===== src/rtl/pwm_pkg.sv =====
// pwm_pkg: register map, CTRL bit indices and enums shared by the PWM bank.
package pwm_pkg;
  localparam logic [5:0] ADDR_CTRL   = 6'd0;
  localparam logic [5:0] ADDR_PRESC  = 6'd1;
  localparam logic [5:0] ADDR_PERIOD = 6'd2;
  localparam logic [5:0] ADDR_CMP0   = 6'd3;
  localparam int CTRL_EN   = 0;
  localparam int CTRL_MODE = 1;
  typedef enum logic [1:0] {ST_IDLE, ST_UP, ST_DOWN} cnt_state_e;
  typedef enum logic {MODE_EDGE, MODE_CENTER} mode_e;
endpackage


===== src/rtl/pwm_cmp_ch.sv =====
// pwm_cmp_ch: one channel's shadow/active compare registers and its output flop.
module pwm_cmp_ch #(
  parameter int CNT_W = 16
) (
  input  logic             clk,
  input  logic             resetn,
  input  logic             i_wr,
  input  logic [CNT_W-1:0] i_data,
  input  logic             i_load,
  input  logic             i_run,
  input  logic [CNT_W-1:0] i_cnt,
  output logic [CNT_W-1:0] o_shadow,
  output logic             o_pwm
);
  logic [CNT_W-1:0] r_sh, r_act;
  logic             r_pwm;
  always_ff @(posedge clk or negedge resetn) begin
    if (!resetn) begin
      r_sh  <= '0;
      r_act <= '0;
      r_pwm <= 1'b0;
    end else begin
      if (i_wr) r_sh <= i_data;
      if (i_load) r_act <= r_sh;
      r_pwm <= i_run && (i_cnt < r_act);
    end
  end
  assign o_shadow = r_sh;
  assign o_pwm    = r_pwm;
endmodule


===== src/rtl/pwm_bank.sv =====
// pwm_bank: CH_NUM PWM channels sharing one prescaled counter with shadowed PERIOD/CMP.
// Define PWM_CENTER_ALIGN_EN to build the center-aligned mode (MODE bit, DOWN state).
module pwm_bank
  import pwm_pkg::*;
#(
  parameter int CH_NUM  = 8,
  parameter int CNT_W   = 16,
  parameter int PRESC_W = 8
) (
  input  logic              clk,
  input  logic              resetn,
  input  logic              wr_en,
  input  logic [5:0]        wr_addr,
  input  logic [CNT_W-1:0]  wr_data,
  input  logic [5:0]        rd_addr,
  output logic [CNT_W-1:0]  rd_data,
  output logic [CH_NUM-1:0] pwm_out,
  output logic              update_tick
);
  logic               r_en, r_upd;
  logic [PRESC_W-1:0] r_presc, r_pcnt;
  logic [CNT_W-1:0]   r_period_sh, r_period, r_cnt, r_rd, w_nxt, w_rd;
  logic [CNT_W-1:0]   w_cmp_sh [CH_NUM];
  cnt_state_e         r_state, w_nxt_st;
  mode_e              w_mode;
  logic               w_ce, w_upd, w_load, w_run;
  always_ff @(posedge clk or negedge resetn) begin
    if (!resetn) begin
      r_en        <= 1'b0;
      r_presc     <= '0;
      r_period_sh <= '0;
    end else if (wr_en) begin
      if (wr_addr == ADDR_CTRL) r_en <= wr_data[CTRL_EN];
      if (wr_addr == ADDR_PRESC) r_presc <= wr_data[PRESC_W-1:0];
      if (wr_addr == ADDR_PERIOD) r_period_sh <= wr_data;
    end
  end
`ifdef PWM_CENTER_ALIGN_EN
  mode_e r_mode;
  always_ff @(posedge clk or negedge resetn) begin
    if (!resetn) r_mode <= MODE_EDGE;
    else if (wr_en && wr_addr == ADDR_CTRL) r_mode <= mode_e'(wr_data[CTRL_MODE]);
  end
  assign w_mode = r_mode;
`else
  assign w_mode = MODE_EDGE;
`endif
  // Both modes signal the update event by the counter returning to 0 on a count-enable.
  always_comb begin
    w_nxt    = (r_cnt >= r_period) ? '0 : r_cnt + 1'b1;
    w_nxt_st = ST_UP;
`ifdef PWM_CENTER_ALIGN_EN
    if (w_mode == MODE_CENTER && r_period != '0) begin
      w_nxt    = (r_state == ST_UP && r_cnt < r_period) ? r_cnt + 1'b1 : r_cnt - 1'b1;
      w_nxt_st = (w_nxt == '0 || (r_state == ST_UP && r_cnt < r_period)) ? ST_UP : ST_DOWN;
    end
`endif
  end
  assign w_ce   = (r_state != ST_IDLE) && (r_pcnt >= r_presc);
  assign w_upd  = w_ce && (w_nxt == '0);
  assign w_load = (r_state == ST_IDLE) || w_upd;
  assign w_run  = r_en && (r_state != ST_IDLE);
  always_ff @(posedge clk or negedge resetn) begin
    if (!resetn) begin
      r_state <= ST_IDLE;
      r_cnt   <= '0;
      r_pcnt  <= '0;
      r_upd   <= 1'b0;
    end else if (!r_en) begin
      r_state <= ST_IDLE;
      r_cnt   <= '0;
      r_pcnt  <= '0;
      r_upd   <= 1'b0;
    end else begin
      r_upd <= w_upd;
      if (r_state == ST_IDLE) r_state <= ST_UP;
      else begin
        r_pcnt <= w_ce ? '0 : r_pcnt + 1'b1;
        if (w_ce) begin
          r_cnt   <= w_nxt;
          r_state <= w_nxt_st;
        end
      end
    end
  end
  always_ff @(posedge clk or negedge resetn) begin
    if (!resetn) r_period <= '0;
    else if (w_load) r_period <= r_period_sh;
  end
  for (genvar i = 0; i < CH_NUM; i++) begin : g_ch
    pwm_cmp_ch #(.CNT_W(CNT_W)) u_ch (
      .clk     (clk),
      .resetn  (resetn),
      .i_wr    (wr_en && wr_addr == ADDR_CMP0 + 6'(i)),
      .i_data  (wr_data),
      .i_load  (w_load),
      .i_run   (w_run),
      .i_cnt   (r_cnt),
      .o_shadow(w_cmp_sh[i]),
      .o_pwm   (pwm_out[i])
    );
  end
  always_comb begin
    w_rd = (rd_addr == ADDR_CTRL)   ? CNT_W'({w_mode == MODE_CENTER, r_en}) :
           (rd_addr == ADDR_PRESC)  ? CNT_W'(r_presc) :
           (rd_addr == ADDR_PERIOD) ? r_period_sh : '0;
    for (int i = 0; i < CH_NUM; i++)
      if (rd_addr == ADDR_CMP0 + 6'(i)) w_rd = w_cmp_sh[i];
  end
  always_ff @(posedge clk or negedge resetn) begin
    if (!resetn) r_rd <= '0;
    else r_rd <= w_rd;
  end
  assign rd_data     = r_rd;
  assign update_tick = r_upd;
endmodule


===== config.mk =====
export PLATFORM = sky130hd
export DESIGN_NAME = pwm_bank
export DESIGN_NICKNAME = d
export VERILOG_FILES = /design/src/rtl/pwm_pkg.sv /design/src/rtl/pwm_cmp_ch.sv /design/src/rtl/pwm_bank.sv
export SDC_FILE = /design/constraint.sdc
export NUM_CORES = 1
export LEC_CHECK = 0
export ABC_AREA = 1
export ABC_CLOCK_PERIOD_IN_PS = 3100
export CORE_ASPECT_RATIO = 1.1
export CORE_MARGIN = 2
export CORE_UTILIZATION = 55
export DETAILED_ROUTE_END_ITERATION = 10
export PLACE_DENSITY = 0.79
export SETUP_SLACK_MARGIN = 0.5
export SLEW_MARGIN = 40
export SYNTH_ARGS = -nofsm -noshare
export SYNTH_HDL_FRONTEND = slang
export SYNTH_SLANG_ARGS = --single-unit

===== constraint.sdc =====
create_clock -name clk -period 3.1 [get_ports clk]
set_input_delay 0.62 -clock clk [delete_from_list [all_inputs] [get_ports clk]]
set_output_delay 0.62 -clock clk [all_outputs]
set_load 0.05 [all_outputs]

==> results.toml, run 1 <==
[cts]
clk_pin_slew_ns = 0.07
cts-htree-levels = 2
numClockSinks = 347
cts_tree = "yes"
ctsRootBufferMaster = "clkbuf_16"
cts_buffers = 35
clock_latency_ns = 0.53
cts_max_path_buffers = 3

[power_and_ir_drop]
p_seq_share_pct = 42.6
static-leakage-power_nw = 11.16
ir_drop_mv = 0.5118
p_sw_share_pct = 31.24
pwr-share-clk_pct = 35.8
comb_power_share_pct = 21.6
p_int_w = 0.009173
p_sw_w = 0.004167
power_w = 0.01334
powerDensity_nw_per_um2 = 582.7

[layout]
antennaDiodeCount = 0
syn2layout_area_growth_pct = 25.00
drive_gt1_share_pct = 18.81
utilization_pct = 69.34
nets = 2441
final_cell_area_um2 = 22890
fillCellCount = 2128

[timing]
rsz0062_at_grt = "yes"
clock_skew_ns = 0.01876
fmax_mhz = 349.1
finalSetupViolCount = 0
slew_violations = 0
fin_crit_sh_pct = 92.41
worst-slew-pin-transition_ns = 0.8905
holdWs_ns = 0.08666
finalHoldViolCount = 0
period_needed_ns = 2.865
max_slew_margin_pct = 40.63
tns_ns = 0

[synthesis]
yosys.area.top_type_share_pct = 47.41
yosysWarnings = 0
synth.area.top_cells = "dfrtp_1 47%, nand2_1 13%, ha_1 10%"
async_reset_ff_share_pct = 100.0
synth_cell_type_count = 40
syn_area_per_cell_um2 = 8.492
synth_fp_nets = 2334
synth_edf_count = 0
yosysMostFrequentCell = "nand2_1"
synthesis.instances = 2157
synth-seq-area-share_pct = 47.41
ys_seq_elements = 347
yosys.area.top_type = "dfrtp_1"
synthFlopType = "dfrtp_1"
ys_top_cells_by_count = "650 x nand2_1, 347 x dfrtp_1, 232 x inv_1"
syn_area_um2 = 18320

[status]
status = "complete, no violations"

[route]
vias_per_cell = 6.377
drtIter0Drc = 2160
ant_nets = 0
drtPass1Iterations = 7
wl_per_cell_um = 23.51
drt_wl_total_um = 63890
drc = 0
vias = 17332

[grt]
grt_pass1_vias = 16728
overflow = 0
grt_max_degree = 146
use_met1_pct = 43.12
grt_pass1_wl_um = 92520
grt_use_total_pct = 34.55
use_met3_pct = 6.951
gr-usage-met2_pct = 54.32
grt-busiest-layer = "met2"
antenna_found_initial = 1

[floorplanning]
ios = 56
die_h_um = 195.4
rows = 70
chipWidth_um = 178.0
initial_core_util_pct = 55.47
coreArea_um2 = 33020
dieArea_um2 = 34780

[job]
drv_cap = 0

[critical_path]
required_ns = 3.50
timing_worst_setup_path_type = "flop to flop"
path_max_fanout = 7
start_kind = "flop"
end_kind = "flop"
worst-r2r-cell-count = 19
arrival_ns = 3.27

[place]
gp_congestion = 0.9162
post_dp_cell_area_um2 = 19380
dpl.hpwl_um = 34850
place.port_buffers = 55

[worst_hold_path]
hp-class = "input pin to asynchronous set/reset pin"
final cells by class:
class | instances | area [um^2] | area share [%]
Multi-Input combinational cell | 1473 | 9117 | 39.82
Clock inverter | 12 | 240.2 | 1.049
Sequential cell | 347 | 8690 | 37.95
Tap cell | 432 | 540.5 | 2.361
Timing Repair Buffer | 172 | 2384 | 10.41
Clock buffer | 47 | 1033 | 4.514
Inverter | 235 | 889.6 | 3.886
cells in the final DEF, fill, tap and decap left out, types with 3 or more instances in the layout:
cell type	n
nand3_4	3
ha_1	137
clkbuf_1	3
nand2_2	97
a21oi_2	3
bufinv_16	7
inv_1	227
nand2_1	496
inv_2	6
xor2_1	15
buf_8	7
nand3_1	123
nand2_4	59
a211oi_1	14
a32o_1	5
nor3_1	16
clkbuf_16	44
clkinv_2	3
buf_12	21
buf_16	25
o22ai_1	16
dfrtp_1	344
nor2_2	7
ha_4	8
buf_6	5
nand2_8	3
nand3_2	53
clkdlybuf4s50_1	54
buf_4	53
nor2_1	41
nand4_1	57
a21oi_1	70
o211ai_1	11
o221ai_1	7
nor2_4	7
o21ai_0	208
clkbuf_8	7
layer usage:
metal | vias up | wire length (um)
met2 | 1320 | 29080
met3 | 450 | 7175
li1 | 7333 | -
met1 | 8227 | 21620
met4 | 2 | 5993
met5 | - | 18
cells by family (layout without fill, tap and decap cells):
group	after synthesis	count (layout)	synth area share (%)
flip-flops	347	347	47.41
AND/OR/NAND/NOR	965	965	23.66
buffers and inverters	337	466	7.822
AO/OA/AOI/OAI	346	346	10.37
adder cells (fa/ha/maj)	146	146	9.973
XOR/XNOR	16	16	0.7651
timing repair:
item                       CTS  global route
gates cloned                20             9
gates resized for setup    108           196
pin swaps                   12            26
buffers inserted            29             6
setup endpoints to repair  145           147
hold buffers                 0             0
state kept, by name (all words and copies together), names as in the netlist, 16 cells and up:
signal,flops
g_ch.u_ch.o_shadow,128
g_ch.u_ch.r_act,128
r_cnt,16
r_period,16
r_period_sh,16
rd_data,16
path summary, 6_finish.rpt:
check | slack [ns] | start | end
max | 0.24 | r_period[15]$_DFFE_PN0P_ | r_period[8]$_DFFE_PN0P_
min | 0.09 | resetn | r_presc[6]$_DFFE_PN0P_
max reg2reg | 0.24 | r_period[15]$_DFFE_PN0P_ | r_period[8]$_DFFE_PN0P_
min reg2reg | 0.49 | g_ch[7].u_ch.o_shadow[11]$_DFFE_PN0P_ | g_ch[7].u_ch.r_act[11]$_DFFE_PN0P_
max in group asynchronous | 2.06 | resetn | g_ch[4].u_ch.o_shadow[4]$_DFFE_PN0P_
min in group clk | 0.49 | g_ch[7].u_ch.o_shadow[11]$_DFFE_PN0P_ | g_ch[7].u_ch.r_act[11]$_DFFE_PN0P_
per-stage QoR:
step	setup slack, ns	cells
2_1_floorplan	0.6012	2157
3_3_place_gp	0.3155	2595
3_5_place_dp	0.2496	2595
4_1_cts	0.4057	2703
5_1_grt	0.1520	2718
6_report	0.2354	2718
worst max-delay path: stages, from the launching register on:
cell and delay [ns]:
dfrtp_1 0.41, inv_2 0.08, ha_4 0.28, nand2_4 0.05, inv_4 0.05, nand3_4 0.08, nor2_4 0.19, nand3_4 0.13
clkinv_4 0.07, nor2_4 0.04, buf_12 0.14, nand2_2 0.09, nand2_2 0.08, nor2_4 0.11, nand3_4 0.17, buf_12 0.19
clkbuf_16 0.18, buf_16 0.16, nand3_1 0.12, nand2_1 0.11
power by group through the flow:
stage,registers (W),clock network [W],logic (W)
final,0.00569,0.00477,0.00288
after global routing,0.00573,0.00492,0.00311
after CTS,0.00558,0.00472,0.00248
after detailed placement,0.00564,0,0.00195
after global placement,0.00561,0,0.00186
after floorplan,0.00550,0,0.00133
Power figures use the tool's default switching activity.
==> inputs of run 2 (changes only) <==
- ABC_AREA: 1 -> not set
==> results.toml, run 2 <==
[route]
ant_nets = 0
drtPass1Iterations = 6
drc = 0
vias_per_cell = 6.129
wl_per_cell_um = 22.80
drtIter0Drc = 863
drt_wl_total_um = 48170
vias = 12951

[critical_path]
rr_endpoint = "g_ch[3].u_ch.r_act[14]$_DFFE_PN0P_"
timing_worst_setup_path_type = "flop to flop"
r2r_slack_ns = 0.26
crit_top_cell = "buf_12"
cp_cell_sequence = "buf_4, nand4_1, nor3_1, mux2i_1, a21oi_2, nand3_2, o211a_4, buf_12, buf_12, buf_16, mux2_4"
required_ns = 3.49
cp-startpoint = "r_cnt[3]$_DFFE_PN0P_"
worst-r2r-cell-count = 11
arrival_ns = 3.23
critPathMaxStageDelay_ns = 0.44
cp_slowest_cell = "dfrtp_2"
path_max_fanout = 12
start_kind = "flop"
rr_startpoint = "r_cnt[3]$_DFFE_PN0P_"
end_kind = "flop"

[floorplanning]
chipWidth_um = 178.2
coreArea_um2 = 33110
die_h_um = 195.6
initial_core_util_pct = 55.45
dieArea_um2 = 34850
ios = 56
rows = 70

[timing]
fin_crit_sh_pct = 91.63
period_needed_ns = 2.840
holdWs_ns = 0.4818
tns_ns = 0
fmax_mhz = 352.1
finalHoldViolCount = 0
max_slew_margin_pct = 56.76
worst-slew-pin-transition_ns = 0.6437
clock_skew_ns = 0.02015
finalSetupViolCount = 0
slew_violations = 0
rsz0062_at_grt = "yes"
fin_ws_ns = 0.2595

[grt]
gr-usage-met2_pct = 45.59
grt_use_total_pct = 27.75
use_met1_pct = 36.27
grt_pass1_wl_um = 74620
grt_pass1_vias = 13485
grt-busiest-layer = "met2"
use_met3_pct = 4.595
overflow = 0
grt_max_degree = 82
antenna_found_initial = 1

[synthesis]
synthesis.instances = 1542
synth_cell_type_count = 61
async_reset_ff_share_pct = 100.0
yosys.area.top_type_share_pct = 47.30
yosysWarnings = 0
synthFlopType = "dfrtp_1"
ys_top_cells_by_count = "347 x dfrtp_1, 254 x mux2_2, 167 x inv_1"
ys_seq_elements = 347
synth_edf_count = 0
synth-seq-area-share_pct = 47.30
syn_area_um2 = 18360
syn_area_per_cell_um2 = 11.90
synth.area.top_cells = "dfrtp_1 47%, mux2_2 16%, ha_1 10%"
yosysMostFrequentCell = "dfrtp_1"
yosys.area.top_type = "dfrtp_1"
synth_fp_nets = 1719

[cts]
cts_tree = "yes"
cts_buffers = 37
clk_pin_slew_ns = 0.06
numClockSinks = 347
ctsRootBufferMaster = "clkbuf_16"
cts_max_path_buffers = 3
clock_latency_ns = 0.52
cts-htree-levels = 2

[worst_hold_path]
whs_path_depth = 0
hp-class = "flop to flop"
hold_path.startpoint = "r_en$_DFFE_PN0P_"
hold_path_end = "r_state[0]$_DFFE_PN0P_"

[place]
gp_congestion = 0.8709
post_dp_cell_area_um2 = 19640
dpl.hpwl_um = 31720
place_worst_setup_slack_ns = 0.1921
place.port_buffers = 55

[layout]
drive_gt1_share_pct = 30.22
mostFrequentLayoutCell = "dfrtp_1"
final_cell_area_um2 = 21560
nets = 1834
syn2layout_area_growth_pct = 17.48
layout_common_cells = "336 x dfrtp_1, 253 x mux2_2, 166 x inv_1"
antennaDiodeCount = 0

[power_and_ir_drop]
ir_drop_mv = 0.3706
static-leakage-power_nw = 10.73
powerDensity_nw_per_um2 = 669.5

[job]
drv_cap = 0

[status]
status = "complete, no violations"
[run 2: cell count changes after synthesis, moves of 29 or more]
cell,delta
inv_1,-65
mux2_2,+254
a21o_1,+55
nand4_1,-29
nand3_1,-114
mux2_4,+60
nand2_1,-604
nand3_2,-52
o21ai_0,-142
a21oi_1,-32
[run 2: timing repair]
action                     4_1_cts  5_1_grt
hold endpoints to repair         3        0
setup endpoints to repair      159      146
hold buffers                     1        0
gates cloned                     5        6
resized for setup               35       13
setup buffers                   25        3
pin swaps                        9        4
[run 2: kinds of logic after synthesis]
group / Yosys count / share of synthesized area, %
mux: 331 / 21.42
buf+inv: 244 / 5.603
xor+xnor: 6 / 0.2863
simple gates: 204 / 5.937
fa+ha+maj: 146 / 9.952
flops: 347 / 47.30
compound gates: 264 / 9.502
[run 2: final cells by class]
class                           instances  area [um^2]
Fill cell                            2349        11540
Multi-Input combinational cell        951         8818
Sequential cell                       347         8702
Timing Repair Buffer                  153         1669
Clock buffer                           56         1097
Inverter                              167        626.9
Tap cell                              432        540.5
Clock inverter                          7        110.1
[run 2: per-layer routing]
metal / up-vias / part of all wire [%]
met1: 6609 / 40
met3: 147 / 6.3
met4: 0 / 4.8
met5: - / 0
met2: 466 / 49
li1: 5729 / -
[run 2: how the worst max path moves through the flow]
stage,endpoint,slack (ns),cells past startpoint
after CTS,g_ch[3].u_ch.r_act[5]$_DFFE_PN0P_,0.42,11
final,g_ch[3].u_ch.r_act[14]$_DFFE_PN0P_,0.26,11
after detailed placement,g_ch[7].u_ch.r_act[14]$_DFFE_PN0P_,0.19,9
after global placement,g_ch[1].u_ch.r_act[13]$_DFFE_PN0P_,0.24,9
after floorplan,g_ch[2].u_ch.r_act[0]$_DFFE_PN0P_,0.51,11
after global routing,g_ch[4].u_ch.r_act[11]$_DFFE_PN0P_,0.25,11
[run 2: per-stage QoR]
step | instances | util (%) | power (W)
finish | 2113 | 65.14 | 0.01444
global placement | 2010 | 59.33 | 0.009455
global route | 2113 | 65.14 | 0.01511
floorplan | 1542 | - | 0.008547
CTS | 2104 | 64.49 | 0.01432
detailed placement | 2010 | 59.33 | 0.009637
[run 2: worst max-delay path: cells and delay by family, from the launching register on]
| kind | cells | cell delay, ns |
|---|---|---|
| AOI/OAI and AO/OA | 2 | 0.49 |
| muxes | 2 | 0.45 |
| buffers and inverters | 4 | 0.70 |
| DFF | 1 | 0.44 |
| and+or+nand+nor | 3 | 0.62 |
[run 2: power by group]
part / switching (W) / leakage (nW) / total (W) / internal (W)
clock: 0.00175 / 0.597 / 0.00443 / 0.00268
sequential: 0.000588 / 4.58 / 0.00602 / 0.00543
combinational: 0.00201 / 5.55 / 0.00399 / 0.00198
total: 0.00435 / 10.7 / 0.0144 / 0.0101
==> inputs of run 3 (changes only) <==
- SYNTH_HIERARCHICAL: not set -> 1
- TNS_END_PERCENT: not set -> 20
==> results.toml, run 3 <==
[synthesis]
synth-adder-area-share_pct = 10.13
ys_top_cells_by_count = "347 x dfrtp_1, 223 x nand2_1, 173 x o21ai_0"
synth.area.top_cells = "dfrtp_1 48%, ha_1 10%, mux2_2 9.1%"
synth-simple-area-share_pct = 12.37
synth-seq-area-share_pct = 48.14
synth_edf_count = 0
synthesis.instances = 1777
syn_area_um2 = 18040
yosys.area.top_type_share_pct = 48.14
synth_compound_area_share_pct = 14.19
synth_top_family_by_area = "compound AO/OA/AOI/OAI gates"
synth_cell_type_count = 64
synth_xor_xnor_area_share_pct = 0.5341
yosys.area.top_type = "dfrtp_1"
synth_mux_area_share_pct = 9.170
synth_fp_nets = 1954
async_reset_ff_share_pct = 100.0
syn_area_per_cell_um2 = 10.15
yosysWarnings = 6
ys_seq_elements = 347
yosysMostFrequentCell = "dfrtp_1"
synthFlopType = "dfrtp_1"

[layout]
nets = 2080
drive_gt1_share_pct = 20.50
antennaDiodeCount = 0
mostFrequentLayoutCell = "dfrtp_1"
layout_common_cells = "337 x dfrtp_1, 206 x nand2_1, 163 x inv_1"
syn2layout_area_growth_pct = 20.73
fillCellCount = 2224
utilization_pct = 67.45

[cts]
cts-htree-levels = 2
ctsRootBufferMaster = "clkbuf_16"
clock_latency_ns = 0.53
cts_buffers = 36
cts_tree = "yes"
clk_pin_slew_ns = 0.06
cts_max_path_buffers = 3
numClockSinks = 347

[route]
drtIter0Drc = 1865
drc = 0
vias_per_cell = 6.465
drtPass1Iterations = 8
wl_per_cell_um = 23.03
drt_wl_total_um = 54190
vias = 15212
ant_nets = 0

[timing]
period_needed_ns = 2.907
fin_crit_sh_pct = 93.78
max_slew_margin_pct = 51.22
fmax_mhz = 344.0
slew_violations = 0
finalHoldViolCount = 0
finalSetupViolCount = 0
clock_skew_ns = 0.01595
tns_ns = 0
worst-slew-pin-transition_ns = 0.7294
rsz0062_at_grt = "yes"

[power_and_ir_drop]
p_sw_w = 0.003761
pwr-share-clk_pct = 35.6
power_w = 0.01275
p_seq_share_pct = 43.7
p_int_w = 0.008992
static-leakage-power_nw = 10.11
powerDensity_nw_per_um2 = 585.6
ir_drop_mv = 0.5751
p_sw_share_pct = 29.49
comb_power_share_pct = 20.7

[critical_path]
rr_startpoint = "r_cnt[1]$_DFFE_PN0P_"
path_max_fanout = 12
rr_endpoint = "g_ch[2].u_ch/r_act[0]$_DFFE_PN0P_"
start_kind = "input pin"
timing_worst_setup_path_type = "input pin to flop"
required_ns = 3.47
arrival_ns = 3.27
end_kind = "flop"
r2r_slack_ns = 0.21
worst-r2r-cell-count = 12

[floorplanning]
initial_core_util_pct = 55.87
rows = 69
die_h_um = 193.9
chipWidth_um = 176.7
ios = 56
dieArea_um2 = 34260
coreArea_um2 = 32290

[status]
status = "complete, no violations"

[place]
gp_congestion = 0.9102
dpl.hpwl_um = 35430
place.port_buffers = 55

[grt]
grt_pass1_vias = 14725
overflow = 0
antenna_found_initial = 1
grt_use_total_pct = 30.05
grt_pass1_wl_um = 80590
grt_max_degree = 96

[job]
drv_cap = 0

[worst_hold_path]
hp-class = "input pin to asynchronous set/reset pin"
run 3: layout make-up:
| class | count | area, um^2 | share of cell area (%) |
|---|---|---|---|
| clock buffers | 55 | 1115 | 5.119 |
| clock inverters | 7 | 121.4 | 0.5573 |
| inverters | 165 | 619.3 | 2.844 |
| multi-input cells | 1184 | 8768 | 40.26 |
| flip-flops and latches | 347 | 8696 | 39.93 |
| well taps | 426 | 533.0 | 2.448 |
| repair buffers | 169 | 1924 | 8.837 |
run 3: power groups by stage:
| stage | Sequential, W | Combinational, W | Clock (W) |
|---|---|---|---|
| final | 0.00558 | 0.00264 | 0.00454 |
| after global routing | 0.00563 | 0.00285 | 0.00476 |
| after CTS | 0.00556 | 0.00238 | 0.00455 |
| after detailed placement | 0.00563 | 0.00222 | 0 |
| after global placement | 0.00561 | 0.00211 | 0 |
| after floorplan | 0.00553 | 0.00148 | 0 |
run 3: cell families after synthesis:
group                      after synthesis
xor gates and xnor gates                11
and+or+nand+nor                        456
muxes                                  147
DFF                                    347
AOI/OAI and AO/OA                      424
buffers and inverters                  246
adders and majority gates              146
run 3: critical path, stage by stage:
cell,delay [ns]
clkdlybuf4s50_1,0.41
or2_1,0.28
buf_4,0.18
nor4_2,0.60
buf_4,0.35
a222oi_1,0.17
a21oi_1,0.19
nor2_1,0.10
nor4_1,0.37
run 3: worst max path at each step:
stage / endpoint / slack, ns / from
final: rd_data[9]$_DFF_PN0_ / 0.19 / rd_addr[5]
after floorplan: g_ch[0].u_ch/r_act[0]$_DFFE_PN0P_ / 0.26 / r_cnt[1]$_DFFE_PN0P_
after global routing: g_ch[5].u_ch/r_act[2]$_DFFE_PN0P_ / 0.06 / r_cnt[1]$_DFFE_PN0P_
after CTS: g_ch[5].u_ch/r_act[9]$_DFFE_PN0P_ / 0.39 / r_cnt[5]$_DFFE_PN0P_
after detailed placement: rd_data[9]$_DFF_PN0_ / -0.12 / rd_addr[1]
after global placement: rd_data[9]$_DFF_PN0_ / -0.09 / rd_addr[0]
run 3: what timing repair did:
action,4_1_cts,5_1_grt
cloned,3,11
hold buffers,0,0
setup endpoints to repair,161,171
pin swaps,12,19
resized for setup,71,61
setup buffers,25,15
run 3: layer usage:
layer / track usage (%) / share of wire (%)
met5: 0 / 0.024
met4: 15.67 / 6.2
met3: 4.529 / 8.7
met2: 48.10 / 47
met1: 39.66 / 38
run 3: through the flow:
step	cell area [um^2]	cells	hold slack, ns	setup slack [ns]
6_report	21780	2353	0.03579	0.1927
3_5_place_dp	19450	2237	0.4945	-0.1182
4_1_cts	21160	2327	0.04387	0.3941
3_3_place_gp	19440	2237	0.4836	-0.09386
2_1_floorplan	18280	1777	0.3244	0.2559
5_1_grt	21780	2353	0.06055	0.06307
